===== src/rtl/cordic_sqrt_pkg.sv =====
// Shared definitions for the CORDIC square-root front end (prenormalizer) and
// the downstream denormalizer.
package cordic_sqrt_pkg;

  typedef enum logic [1:0] {
    IDLE  = 2'd0,
    SHIFT = 2'd1,
    DONE  = 2'd2
  } sqrt_state_e;

  // Width needed to hold a pair-shift count of 0..dsize/2.
  function automatic int unsigned sqrt_shift_width(input int unsigned dsize);
    return $clog2(dsize / 2 + 1);
  endfunction

endpackage


===== src/rtl/cordic_sqrt_prenorm.sv =====
// Normalizes an unsigned fraction into [0.25,1) by left shifts in pairs, so the
// square root of the result only needs a plain right shift to denormalize.
module cordic_sqrt_prenorm
  import cordic_sqrt_pkg::*;
#(
  parameter int unsigned DSIZE = 16,
  parameter int unsigned SW    = sqrt_shift_width(DSIZE)
) (
  input  logic             clock,
  input  logic             rst_n,
  input  logic             in_valid,
  output logic             in_ready,
  input  logic [DSIZE-1:0] d,
  output logic             out_valid,
  input  logic             out_ready,
  output logic [DSIZE-1:0] dn,
  output logic [SW-1:0]    shift,
  output logic             zero
);

  generate
    if ((DSIZE < 4) || (DSIZE % 2 != 0)) begin : g_bad_dsize
      $error("cordic_sqrt_prenorm: DSIZE must be even and at least 4");
    end
  endgenerate

  sqrt_state_e      state_q, state_d;
  logic [DSIZE-1:0] work_q;
  logic [SW-1:0]    count_q;
  logic             lead_nz;
  logic             work_zero;
  logic             norm_done;

  assign lead_nz   = |work_q[DSIZE-1:DSIZE-2];
  assign work_zero = (work_q == '0);
  assign norm_done = lead_nz || work_zero;

  always_comb begin
    state_d = state_q;
    case (state_q)
      IDLE:    if (in_valid)  state_d = SHIFT;
      SHIFT:   if (norm_done) state_d = DONE;
      DONE:    if (out_ready) state_d = IDLE;
      default: state_d = IDLE;
    endcase
  end

  always_ff @(posedge clock or negedge rst_n) begin
    if (!rst_n) begin
      state_q <= IDLE;
      work_q  <= '0;
      count_q <= '0;
    end else begin
      state_q <= state_d;
      case (state_q)
        IDLE: begin
          if (in_valid) begin
            work_q  <= d;
            count_q <= '0;
          end
        end
        SHIFT: begin
          // A nonzero work value reaches the top pair within DSIZE/2-1 shifts,
          // so count cannot exceed that bound.
          if (!norm_done) begin
            work_q  <= {work_q[DSIZE-3:0], 2'b00};
            count_q <= count_q + SW'(1);
          end
        end
        default: ;
      endcase
    end
  end

  assign in_ready  = (state_q == IDLE);
  assign out_valid = (state_q == DONE);
  assign dn        = out_valid ? work_q  : '0;
  assign shift     = out_valid ? count_q : '0;
  assign zero      = out_valid && work_zero;

endmodule


===== config.mk =====
export PLATFORM = sky130hd
export DESIGN_NAME = cordic_sqrt_prenorm
export DESIGN_NICKNAME = d
export VERILOG_FILES = /design/src/rtl/cordic_sqrt_pkg.sv /design/src/rtl/cordic_sqrt_prenorm.sv
export SDC_FILE = /design/constraint.sdc
export NUM_CORES = 1
export LEC_CHECK = 0
export ABC_AREA = 0
export ABC_CLOCK_PERIOD_IN_PS = 3600
export BUFFER_PORTS_ARGS = -buffer_cell sky130_fd_sc_hd__buf_2
export CORE_UTILIZATION = 45
export CTS_CLUSTER_DIAMETER = 120
export DETAILED_ROUTE_END_ITERATION = 16
export PLACE_DENSITY_LB_ADDON = 0.12
export SETUP_SLACK_MARGIN = 0.3
export SLEW_MARGIN = 20
export SYNTH_ARGS = -nofsm -noshare
export SYNTH_HDL_FRONTEND = slang
export SYNTH_SLANG_ARGS = --single-unit

===== constraint.sdc =====
create_clock -name clock -period 3.6 [get_ports clock]
set_clock_uncertainty 0.2 [all_clocks]
set_input_delay 0.72 -clock clock [delete_from_list [all_inputs] [get_ports clock]]
set_output_delay 0.72 -clock clock [all_outputs]
set_load 0.05 [all_outputs]

==> summary.md, run 1 <==
| Metric | Value |
|---|---|
| Die Height | `54.39 um` |
| Hold-fix buffers, CTS | `0` |
| Maximum VDD drop | `0.6203 mV` |
| EDFF count, synth | `0` |
| Die Span X | `roughly 54 um` |
| Final HPWL DP | `1928 um` |
| Post-route ant nets | `0` |
| Synth Net Count | `132` |
| CTS Buf Count | `3` |
| Dpl ws | `between 1 and 1.5 ns` |
| Initial antenna violation count | `0` |
| Die area | `2958 um2` |
| Max H-tree Level | `1` |
| Post-CTS Resized | `0` |
| Setup violations, final | `0` |
| N_diodes | `0` |
| Pwr Density | `between 800 and 900 nW/um2` |
| Post-CTS setup buffer count | `0` |
| # fillers | `about 240` |
| Mux share of post-synthesis cell area | `0.008105` |
| Synth Area in Simple Gates | `0.2989` |
| Post-DR vias/cell | `roughly 5.6` |
| Pin count of the biggest net entering global routing | `24` |
| Commonest non-fill, non-tap cell in the layout | `buf_2` |
| Post-Layout Cell Count | `180` |
| First-pass GRT wire length | `4291 um` |
| Critical Path RT | `between 2 and 3 ns` |
| WL/cell | `14.67 um` |
| Dpl cells | `176` |
| Detailed Routing Iterations Pass 1 | `4` |
| Worst setup EP type | `primary output` |
| TritonCTS Sinks | `22` |
| Multi-input logic area | `about 630 um2` |
| DR DRC count | `0` |
| Fin area | `1466 um2` |
| MaxCap Viol Count | `0` |
| Pwr Total | `1.239 mW` |
| Worst hold path type | `in2async` |
| Relative slew slack | `0.6725` |
| Post-synthesis cell type count | `30` |
| IO Pins | `43` |
| Crit-path max FO | `6` |
| Setup TNS | `0 ns` |
| Hold Vio Cnt, Final | `0` |
| Nets@finish | `172` |
| Worst setup margin | `between 0.7 and 0.8 ns` |
| Gpl congestion | `0.7099` |
| YS warnings | `0` |
| Layout Utilization | `0.5762` |
| Crit path kind | `reg2out` |
| Tot GR Track Use | `0.2077` |
| Total grt overflow | `0` |
| Row count | `18` |
| Mapped cell area | `between 1000 and 1500 um2` |
| Layout cell share with drive strength beyond 1 | `0.3533` |
| Worst R2R Path Depth | `4` |
| Seq cells post-synth | `22` |
| Main combinational cell family by area after synthesis | `simple AND/OR/NAND/NOR gates` |
| DRT iter0 DRCs | `11` |
| Initial Utilization | `0.4853` |
| Clock-pin transition on the worst setup and hold timing paths | `around 0.12 ns` |
| Sequential fraction of the synthesis area | `0.4458` |
| Hold Worst Slack | `approximately 0.15 ns` |
| Max Fclk | `0.3545 GHz` |
| Xor/xnor share of the synthesized area | `0.007092` |
| Final worst path period need | `2.821 ns` |
| FF-to-FF End | `work_q[12]` |
| Worst Tran Pin Value | `0.4912 ns` |
| Area grow syn2layout | `18.74%` |
| Complex-gate fraction of the synthesized area | `0.1844` |
| Leakage power | `approximately 0.7 nW` |
| CP Launch Point | `work_q[13]` |
| Max Slew Vio Count | `0` |
| Startpoint types | `flop` |
| Max clock buf depth | `2` |
| Core area | `2545 um2` |
| Flop-to-flop setup slack | `roughly 1.6 ns` |
| Run status | `completed` |
| Most frequent cells in the layout | `buf_2 (42), dfrtp_1 (22), and2_1 (21)` |
| Worst EP arrival | `between 1.5 and 2 ns` |
| Routed via count | `1013` |
| Tcrit/Tclk final | `0.7835` |
| IO Port Bufs | `42` |
| Syn Area/Cell | `11.13 um2` |
| Seq. cell area | `roughly 550 um2` |
| Main synth FF type | `dfrtp_1` |
| Clock latency on the worst-skew pair | `0.31 ns` |
| Post-Place Cell Area | `1430 um2` |
| Vias in the first global route | `922` |
| Post-Synth Adder-Cell Area | `0.01013` |
| Clk root buf | `clkbuf_4` |
| FF-to-FF Start | `work_q[13]` |
| RSZ-0062 raised after global routing | `false` |
| Mapped Cells | `111` |
| Final Routed Wirelength | `around 2600 um` |
| CTS tree | `built` |
| Ys async rst share | `1.000` |
[report_power, final]
part / leakage [nW] / switching, mW / internal [mW]
sequential: 0.260 / 0.110 / 0.348
combinational: 0.409 / 0.425 / 0.221
clock: 0.0210 / 0.0741 / 0.0618
total: 0.689 / 0.608 / 0.631
[cell usage after synthesis (2+ instances only)]
| library cell | n | area [um2] |
|---|---|---|
| or2b_1 | 8 | 60.06 |
| and2_1 | 21 | 131.4 |
| nor2_1 | 3 | 11.26 |
| buf_6 | 3 | 33.78 |
| and3_1 | 3 | 18.77 |
| o221a_1 | 14 | 157.7 |
| dfrtp_1 | 22 | 550.5 |
| a31o_2 | 2 | 17.52 |
| nand2b_1 | 9 | 56.30 |
| nor4_1 | 3 | 18.77 |
| a31o_1 | 2 | 17.52 |
| clkbuf_1 | 3 | 11.26 |
[cells by family (layout without fill, tap and decap cells)]
kind of cell | count (synthesis) | in the layout
AND/OR/NAND/NOR | 56 | 56
flip-flops | 22 | 22
buffers and inverters | 8 | 47
adder cells (fa/ha/maj) | 1 | 1
XOR/XNOR | 1 | 1
AO/OA/AOI/OAI | 22 | 22
multiplexers | 1 | 1
[final cells by class]
cell class / instances / area share
clock buffers: 4 / 0.02474
inverters: 1 / 0.002560
multi-input cells: 81 / 0.4283
flip-flops and latches: 22 / 0.3754
well taps: 30 / 0.02560
repair buffers: 42 / 0.1433
[worst max path at each step]
stage	endpoint	slack, ns
6_report	zero	0.78
5_1_grt	zero	0.72
4_1_cts	zero	0.78
3_5_place_dp	zero	1.13
3_3_place_gp	zero	1.17
2_1_floorplan	dn[10]	0.94
[critical path, stage by stage, from the launching register on]
cell	delay [ns]
dfrtp_1	0.42
nor4_1	0.31
and4_1	0.40
and3_1	0.20
buf_2	0.25
[sequential cells by signal, indices dropped and copies added, names as in the netlist]
signal,flops
work_q,16
count_q,4
state_q,2
[layer usage]
| metal | wire, um | part of all wire | track usage | vias to the layer above |
|---|---|---|---|---|
| met5 | 0 | 0 | 0 | - |
| li1 | - | - | - | 483 |
| met4 | 44 | 0.017 | 0.09402 | 0 |
| met3 | 111 | 0.042 | 0.02778 | 5 |
| met1 | 1252 | 0.47 | 0.2870 | 492 |
| met2 | 1232 | 0.47 | 0.3211 | 33 |
Note: power is estimated with default switching activity, not from simulation.
==> run 2, diff against run 1 <==
ABC_CLOCK_PERIOD_IN_PS = 2360   (was 3600)
CORE_UTILIZATION = 44   (was 45)
clock period = 2.36 ns   (was 3.6 ns; I/O delays follow)
==> run 2 against run 1 <==
Effect of this change:
- clock-buffer cell count is the same
- critical path depth is the same
- highest routed layer unchanged
- sequential share of layout area shrank 7.9 points
==> summary.md, run 2 (synthesis results as in run 1) <==
| Metric | Value |
|---|---|
| Run status | `completed (unchanged)` |
| CP max stage delay | `0.45 ns (was 0.42 ns)` |
| Area grow syn2layout | `50.96% (was 18.74%)` |
| Post-Place Cell Area | `1458 um2 (was 1430 um2)` |
| Crit-path max FO | `4 (was 6)` |
| Max H-tree Level | `1 (unchanged)` |
| Multi-input logic area | `725.7 um2 (was 628.1 um2)` |
| Pint | `1.329 mW (was 630.9 uW)` |
| Setup violations, final | `0 (unchanged)` |
| Clock network fraction of design power | `0.087 (was 0.110)` |
| TritonCTS Sinks | `22 (unchanged)` |
| CTS Buf Count | `3 (unchanged)` |
| # fillers | `194 (was 244)` |
| Relative slew slack | `0.6604 (was 0.6725)` |
| Fin area | `1864 um2 (was 1466 um2)` |
| Clock latency on the worst-skew pair | `0.31 ns (about the same)` |
| First-pass GRT wire length | `5354 um (was 4291 um)` |
| Detailed Routing Iterations Pass 1 | `4 (unchanged)` |
| Final Routed Wirelength | `3375 um (was 2641 um)` |
| Biggest register | `work_q (unchanged)` |
| Pin count of the biggest net entering global routing | `23 (was 24)` |
| Max Slew Vio Count | `0 (unchanged)` |
| Largest registers | `work_q x16, count_q x4, state_q x2 (unchanged)` |
| Clk root buf | `clkbuf_4 (unchanged)` |
| Maximum VDD drop | `1.027 mV (was 0.6203 mV)` |
| Reg power frac | `0.302 (was 0.370)` |
| Most frequent cells in the layout | `dfrtp_1 (20), buf_2 (20), buf_8 (20) (was buf_2 (42), dfrtp_1 (22), and2_1 (21))` |
| P_sw | `1.086 mW (was 608.4 uW)` |
| DR DRC count | `0 (unchanged)` |
| Tcrit/Tclk final | `0.9920` |
| RSZ-0062 raised after global routing | `true (was false)` |
| Worst path slowest cell | `dfrtp_1 (unchanged)` |
| Max Fclk | `~0.43 GHz` |
| Pwr Density | `1296 nW/um2 (was 845.1 nW/um2)` |
| Max clock buf depth | `2 (unchanged)` |
| Initial antenna violation count | `0 (unchanged)` |
| Gpl congestion | `0.7411 (was 0.7099)` |
| Post-route ant nets | `0 (unchanged)` |
| Worst Tran Pin Value | `0.5095 ns (was 0.4912 ns)` |
| Startpoint types | `flop (unchanged)` |
| DRT iter0 DRCs | `15 (was 11)` |
| Post-DR vias/cell | `5.639 (was 5.628)` |
| Row count | `18 (unchanged)` |
| Crit path kind | `reg2out (unchanged)` |
| Core area | `2567 um2 (was 2545 um2)` |
| Final worst path period need | `2.341 ns` |
| Switching part of the total power | `0.4497 (was 0.4909)` |
| Critical Path RT | `1.69 ns (was 2.68 ns)` |
| Nets@finish | `186 (was 172)` |
| Tot GR Track Use | `0.2579 (was 0.2077)` |
| Die Height | `54.98 um (was 54.39 um)` |
| Cell chain of the critical path | `nor4_2 > and4_1 > and3_2 > buf_6 (was nor4_1 > and4_1 > and3_1 > buf_2)` |
| CTS tree | `built (unchanged)` |
| Die Span X | `54.98 um (was 54.39 um)` |
| Leakage power | `0.8274 nW (was 0.6892 nW)` |
| Seq. cell area | `553.0 um2 (was 550.5 um2)` |
| Hold Worst Slack | `0.1996 ns (was 0.1519 ns)` |
| Clock-pin transition on the worst setup and hold timing paths | `0.13 ns (was 0.12 ns)` |
| Final HPWL DP | `1884 um (was 1928 um)` |
| Initial Utilization | `0.4810 (was 0.4853)` |
| Vias in the first global route | `1124 (was 922)` |
| Worst hold path type | `in2reg (was in2async)` |
| Logic gate share of total power | `0.611 (was 0.521)` |
| WL/cell | `17.40 um (was 14.67 um)` |
| Worst setup EP type | `primary output (unchanged)` |
| MaxCap Viol Count | `0 (unchanged)` |
| Hold Vio Cnt, Final | `0 (unchanged)` |
| Total grt overflow | `0 (unchanged)` |
| N_diodes | `0 (unchanged)` |
| IO Port Bufs | `42 (unchanged)` |
| Routed via count | `1094 (was 1013)` |
| IO Pins | `43 (unchanged)` |
| Max reg flops | `16 (unchanged)` |
| Die area | `3023 um2 (was 2958 um2)` |
| Worst EP arrival | `1.67 ns (was 1.90 ns)` |
| Layout cell share with drive strength beyond 1 | `0.5610 (was 0.3533)` |
[run 2: through the flow]
step           TNS [ns]  power [mW]  std cells  setup WS [ns]  utilization
6_report              0       2.416        194        0.01880       0.7261
5_1_grt        -0.03145       2.548        194       -0.03145       0.7261
4_1_cts               0       2.341        192        0.07116       0.7125
3_5_place_dp          0       1.715        177         0.3197       0.5677
3_3_place_gp          0       1.703        177         0.3303       0.5677
2_1_floorplan         0       1.501        111         0.3259            -
[run 2: area by class of cell]
cell class / instances / share of cell area
clock buffers: 4 / 0.01946
well taps: 30 / 0.02013
repair buffers: 53 / 0.2725
multi-input cells: 84 / 0.3893
inverters: 1 / 0.002013
flip-flops and latches: 22 / 0.2966
[run 2: worst max-delay path: cells and delay by family (launching register included)]
family	cells	cell delay [ns]
AND/OR/NAND/NOR	3	0.75
flip-flops	1	0.45
buffers and inverters	1	0.15
[run 2: repair_timing]
| action | in CTS | in global routing |
|---|---|---|
| pin swaps | 9 | 2 |
| setup endpoints to repair | 22 | 42 |
| endpoints found under the hold margin | 22 | 0 |
| gates resized for setup | 86 | 6 |
| hold buffers | 1 | 0 |
| buffers inserted | 7 | 2 |
| gates cloned | 3 | 0 |
[run 2: power by group through the flow]
stage | Combinational [mW] | Clock, mW | Sequential, mW
after CTS | 1.41 | 0.220 | 0.712
after detailed placement | 1.00 | 0 | 0.713
after floorplan | 0.840 | 0 | 0.661
final | 1.48 | 0.210 | 0.731
after global routing | 1.56 | 0.237 | 0.750
after global placement | 1.00 | 0 | 0.703
[run 2: path summary, 6_finish.rpt]
| kind | start | to | cells past startpoint | slack, ns |
|---|---|---|---|---|
| min in group asynchronous | rst_n | work_q[11] | 2 | 0.47 |
| worst max-delay path | work_q[12] | zero | 4 | 0.02 |
| worst max register to register | work_q[12] | work_q[8] | 6 | 0.35 |
| max in group asynchronous | rst_n | state_q[0] | 2 | 1.13 |
| worst min register to register | count_q[0] | count_q[0] | 1 | 0.35 |
| worst min-delay path | out_ready | state_q[1] | 3 | 0.20 |
[run 2: routing by layer]
layer / GRT usage / routed length [um] / vias to the layer above
met2: 0.4157 / 1726 / 35
met5: 0 / 0 / -
met4: 0.1083 / 31 / 0
met1: 0.3192 / 1460 / 538
met3: 0.07650 / 155 / 7
li1: - / - / 514
==> run 3, diff against run 2 <==
CORE_MARGIN = 2   (was not set)
==> run 3 against run 2 <==
Effect of this change:
- the run now ends with negative setup slack left
- die area rose by 7.4%
- non-clock buffer count rose by 5
- worst hold slack improved by 0.014 ns
- via count rose by 2.2%
- worst setup slack got worse by 0.035 ns
- final cell count rose by 3.6%
- total power rose by 5.4%
- clock power rose by 41%
- combinational power rose by 3%
- core utilization fell by 0.64 points
- wire length fell by 1.0%
==> summary.md, run 3 (synthesis results as in run 1) <==
| Metric | Value |
|---|---|
| Layout Utilization | `0.7198 (was 0.7261)` |
| Clock latency on the worst-skew pair | `0.32 ns (was 0.31 ns)` |
| Maximum VDD drop | `0.9034 mV (was 1.027 mV)` |
| Pwr Total | `2.547 mW (was 2.416 mW)` |
| Die area | `3247 um2 (was 3023 um2)` |
| Worst EP arrival | `1.70 ns (was 1.67 ns)` |
| Worst path slowest cell | `dfrtp_1 (unchanged)` |
| Clock network fraction of design power | `0.116 (was 0.087)` |
| GR peak layer | `met2 (unchanged)` |
| Area grow syn2layout | `57.95% (was 50.96%)` |
| Logic gate share of total power | `0.602 (was 0.611)` |
| CP max stage delay | `0.44 ns (was 0.45 ns)` |
| Fin area | `1951 um2 (was 1864 um2)` |
| Dpl cells | `178 (was 177)` |
| MaxCap Viol Count | `0 (unchanged)` |
| TritonCTS Sinks | `22 (unchanged)` |
| Tcrit/Tclk final | `1.007 (was 0.9920)` |
| Total grt overflow | `0 (unchanged)` |
| Post-Place Cell Area | `1459 um2 (was 1458 um2)` |
| Vias in the first global route | `996 (was 1124)` |
| Biggest register | `work_q (unchanged)` |
| Flop-to-flop setup slack | `0.26 ns (was 0.35 ns)` |
| Crit-path leading delay family | `simple AND/OR/NAND/NOR gates (unchanged)` |
| Layout cell share with drive strength beyond 1 | `0.5647 (was 0.5610)` |
| Cell chain of the critical path | `nor4_1 > and4_1 > and3_2 > buf_6 (was nor4_2 > and4_1 > and3_2 > buf_6)` |
| Worst hold path type | `in2reg (unchanged)` |
| Pint | `1.458 mW (was 1.329 mW)` |
| Post-Layout Cell Count | `201 (was 194)` |
| Crit path to | `zero (unchanged)` |
| Max reg flops | `16 (unchanged)` |
| Tot GR Track Use | `0.1975 (was 0.2579)` |
| Crit path kind | `reg2out (unchanged)` |
| Row count | `19 (was 18)` |
| Max H-tree Level | `1 (unchanged)` |
| Critical Path RT | `1.69 ns (about the same)` |
| Detailed Routing Iterations Pass 1 | `4 (unchanged)` |
| Worst setup margin | `-0.01632 ns (was 0.01880 ns)` |
| Dpl ws | `0.3002 ns (was 0.3197 ns)` |
| N_diodes | `0 (unchanged)` |
| Relative slew slack | `0.6635 (was 0.6604)` |
| DR DRC count | `0 (unchanged)` |
| P_sw | `1.089 mW (was 1.086 mW)` |
| CTS tree | `built (unchanged)` |
| Leakage power | `0.8666 nW (was 0.8274 nW)` |
| Setup violations, final | `1 (was 0)` |
| Clock-pin transition on the worst setup and hold timing paths | `0.13 ns (about the same)` |
| Setup TNS | `-0.01632 ns (was 0 ns)` |
| Buf/Inv on CP | `1 (unchanged)` |
| Startpoint types | `flop (unchanged)` |
| Max Slew Vio Count | `0 (unchanged)` |
| DRT iter0 DRCs | `22 (was 15)` |
| CP Launch Point | `work_q[1] (was work_q[12])` |
| FF-to-FF Start | `work_q[1] (was work_q[12])` |
| Clk root buf | `clkbuf_4 (unchanged)` |
| Crit-path max FO | `3 (was 4)` |
| IO Port Bufs | `42 (unchanged)` |
| Largest registers | `work_q x16, count_q x4, state_q x2 (unchanged)` |
| Hold Worst Slack | `0.2136 ns (was 0.1996 ns)` |
| Hold Vio Cnt, Final | `0 (unchanged)` |
| Met3 Usage GRT | `0.02721 (was 0.07650)` |
| Crit path depth | `4 (unchanged)` |
| M2 GR Usage | `0.3186 (was 0.4157)` |
| First-pass GRT wire length | `4912 um (was 5354 um)` |
| Nets@finish | `192 (was 186)` |
| Post-route ant nets | `0 (unchanged)` |
| Reg power frac | `0.281 (was 0.302)` |
| Post-DR vias/cell | `5.562 (was 5.639)` |
| Final Routed Wirelength | `3341 um (was 3375 um)` |
| Max clock buf depth | `2 (unchanged)` |
| Pwr Density | `1306 nW/um2 (was 1296 nW/um2)` |
| CTS Buf Count | `3 (unchanged)` |
| FF-to-FF End | `work_q[3] (was work_q[8])` |
| Routed via count | `1118 (was 1094)` |
| WL/cell | `16.62 um (was 17.40 um)` |
| Final worst path period need | `2.376 ns (was 2.341 ns)` |
| Max Fclk | `0.4208 GHz (was 0.4271 GHz)` |
| Switching part of the total power | `0.4275 (was 0.4497)` |
| IO Pins | `43 (unchanged)` |
| Pin count of the biggest net entering global routing | `23 (unchanged)` |
| Gpl congestion | `0.6956 (was 0.7411)` |
| Most frequent cells in the layout | `dfrtp_1 (20), buf_2 (20), and2_4 (17) (was dfrtp_1 (20), buf_2 (20), buf_8 (20))` |
| Core area | `2710 um2 (was 2567 um2)` |
| Final HPWL DP | `1898 um (was 1884 um)` |
| Violated checks | `negative setup slack` |
| Die Height | `56.98 um (was 54.98 um)` |
| Worst R2R Path Depth | `8 (was 6)` |
| Die Span X | `56.98 um (was 54.98 um)` |
| Worst setup EP type | `primary output (unchanged)` |
| Run status | `complete, but fails checks (was completed)` |
| Initial Utilization | `0.4557 (was 0.4810)` |
| Initial antenna violation count | `0 (unchanged)` |
| M1 GR Usage | `0.2836 (was 0.3192)` |
| Worst Tran Pin Value | `0.5047 ns (was 0.5095 ns)` |
| RSZ-0062 raised after global routing | `true (unchanged)` |
-- run 3: cell count changes in the layout (fill, tap and decap cells not counted), sizes merged --
| cell | previous run | this run |
|---|---|---|
| buf | 52 | 54 |
| bufinv | 0 | 1 |
| clkbuf | 4 | 6 |
| or2 | 1 | 2 |
-- run 3: repair_timing --
action | CTS | global route
setup endpoints to repair | 22 | 36
gates cloned | 3 | 3
hold endpoints to repair | 22 | 0
resized for setup | 38 | 48
pin swaps | 1 | 17
setup buffers | 7 | 5
hold buffers | 1 | 0
-- run 3: routing by layer --
metal  wire, um  share of wire
met1       1496           0.45
met5          0              0
met2       1616           0.48
met4         32         0.0096
met3        195          0.058
-- run 3: cell type report --
type	count	area (um2)
fill	201	759.5
multi-input combinational	85	732.0
timing repair buffer	58	570.5
sequential	22	553.0
tap	31	38.79
clock inverter	1	30.03
clock buffer	3	22.52
inverter	1	3.754
-- run 3: worst min-delay path by stage --
stage                 endpoint  cells past startpoint      start
global placement    work_q[10]                      1      rst_n
global route        state_q[1]                      3  out_ready
detailed placement  work_q[10]                      1      rst_n
finish              state_q[1]                      3  out_ready
floorplan           count_q[0]                      0      rst_n
CTS                 state_q[1]                      3  out_ready
-- run 3: worst min-delay path, cell delays in order --
cell and delay (ns):
buf_2 0.07, nand2b_1 0.09, o21ai_0 0.07
-- run 3: power groups by stage --
stage          logic [mW]  registers [mW]  clock network [mW]
6_report             1.53           0.717               0.296
5_1_grt              1.62           0.738               0.314
4_1_cts              1.23           0.697               0.295
3_5_place_dp         1.00           0.716                   0
3_3_place_gp        0.995           0.704                   0
2_1_floorplan       0.840           0.661                   0
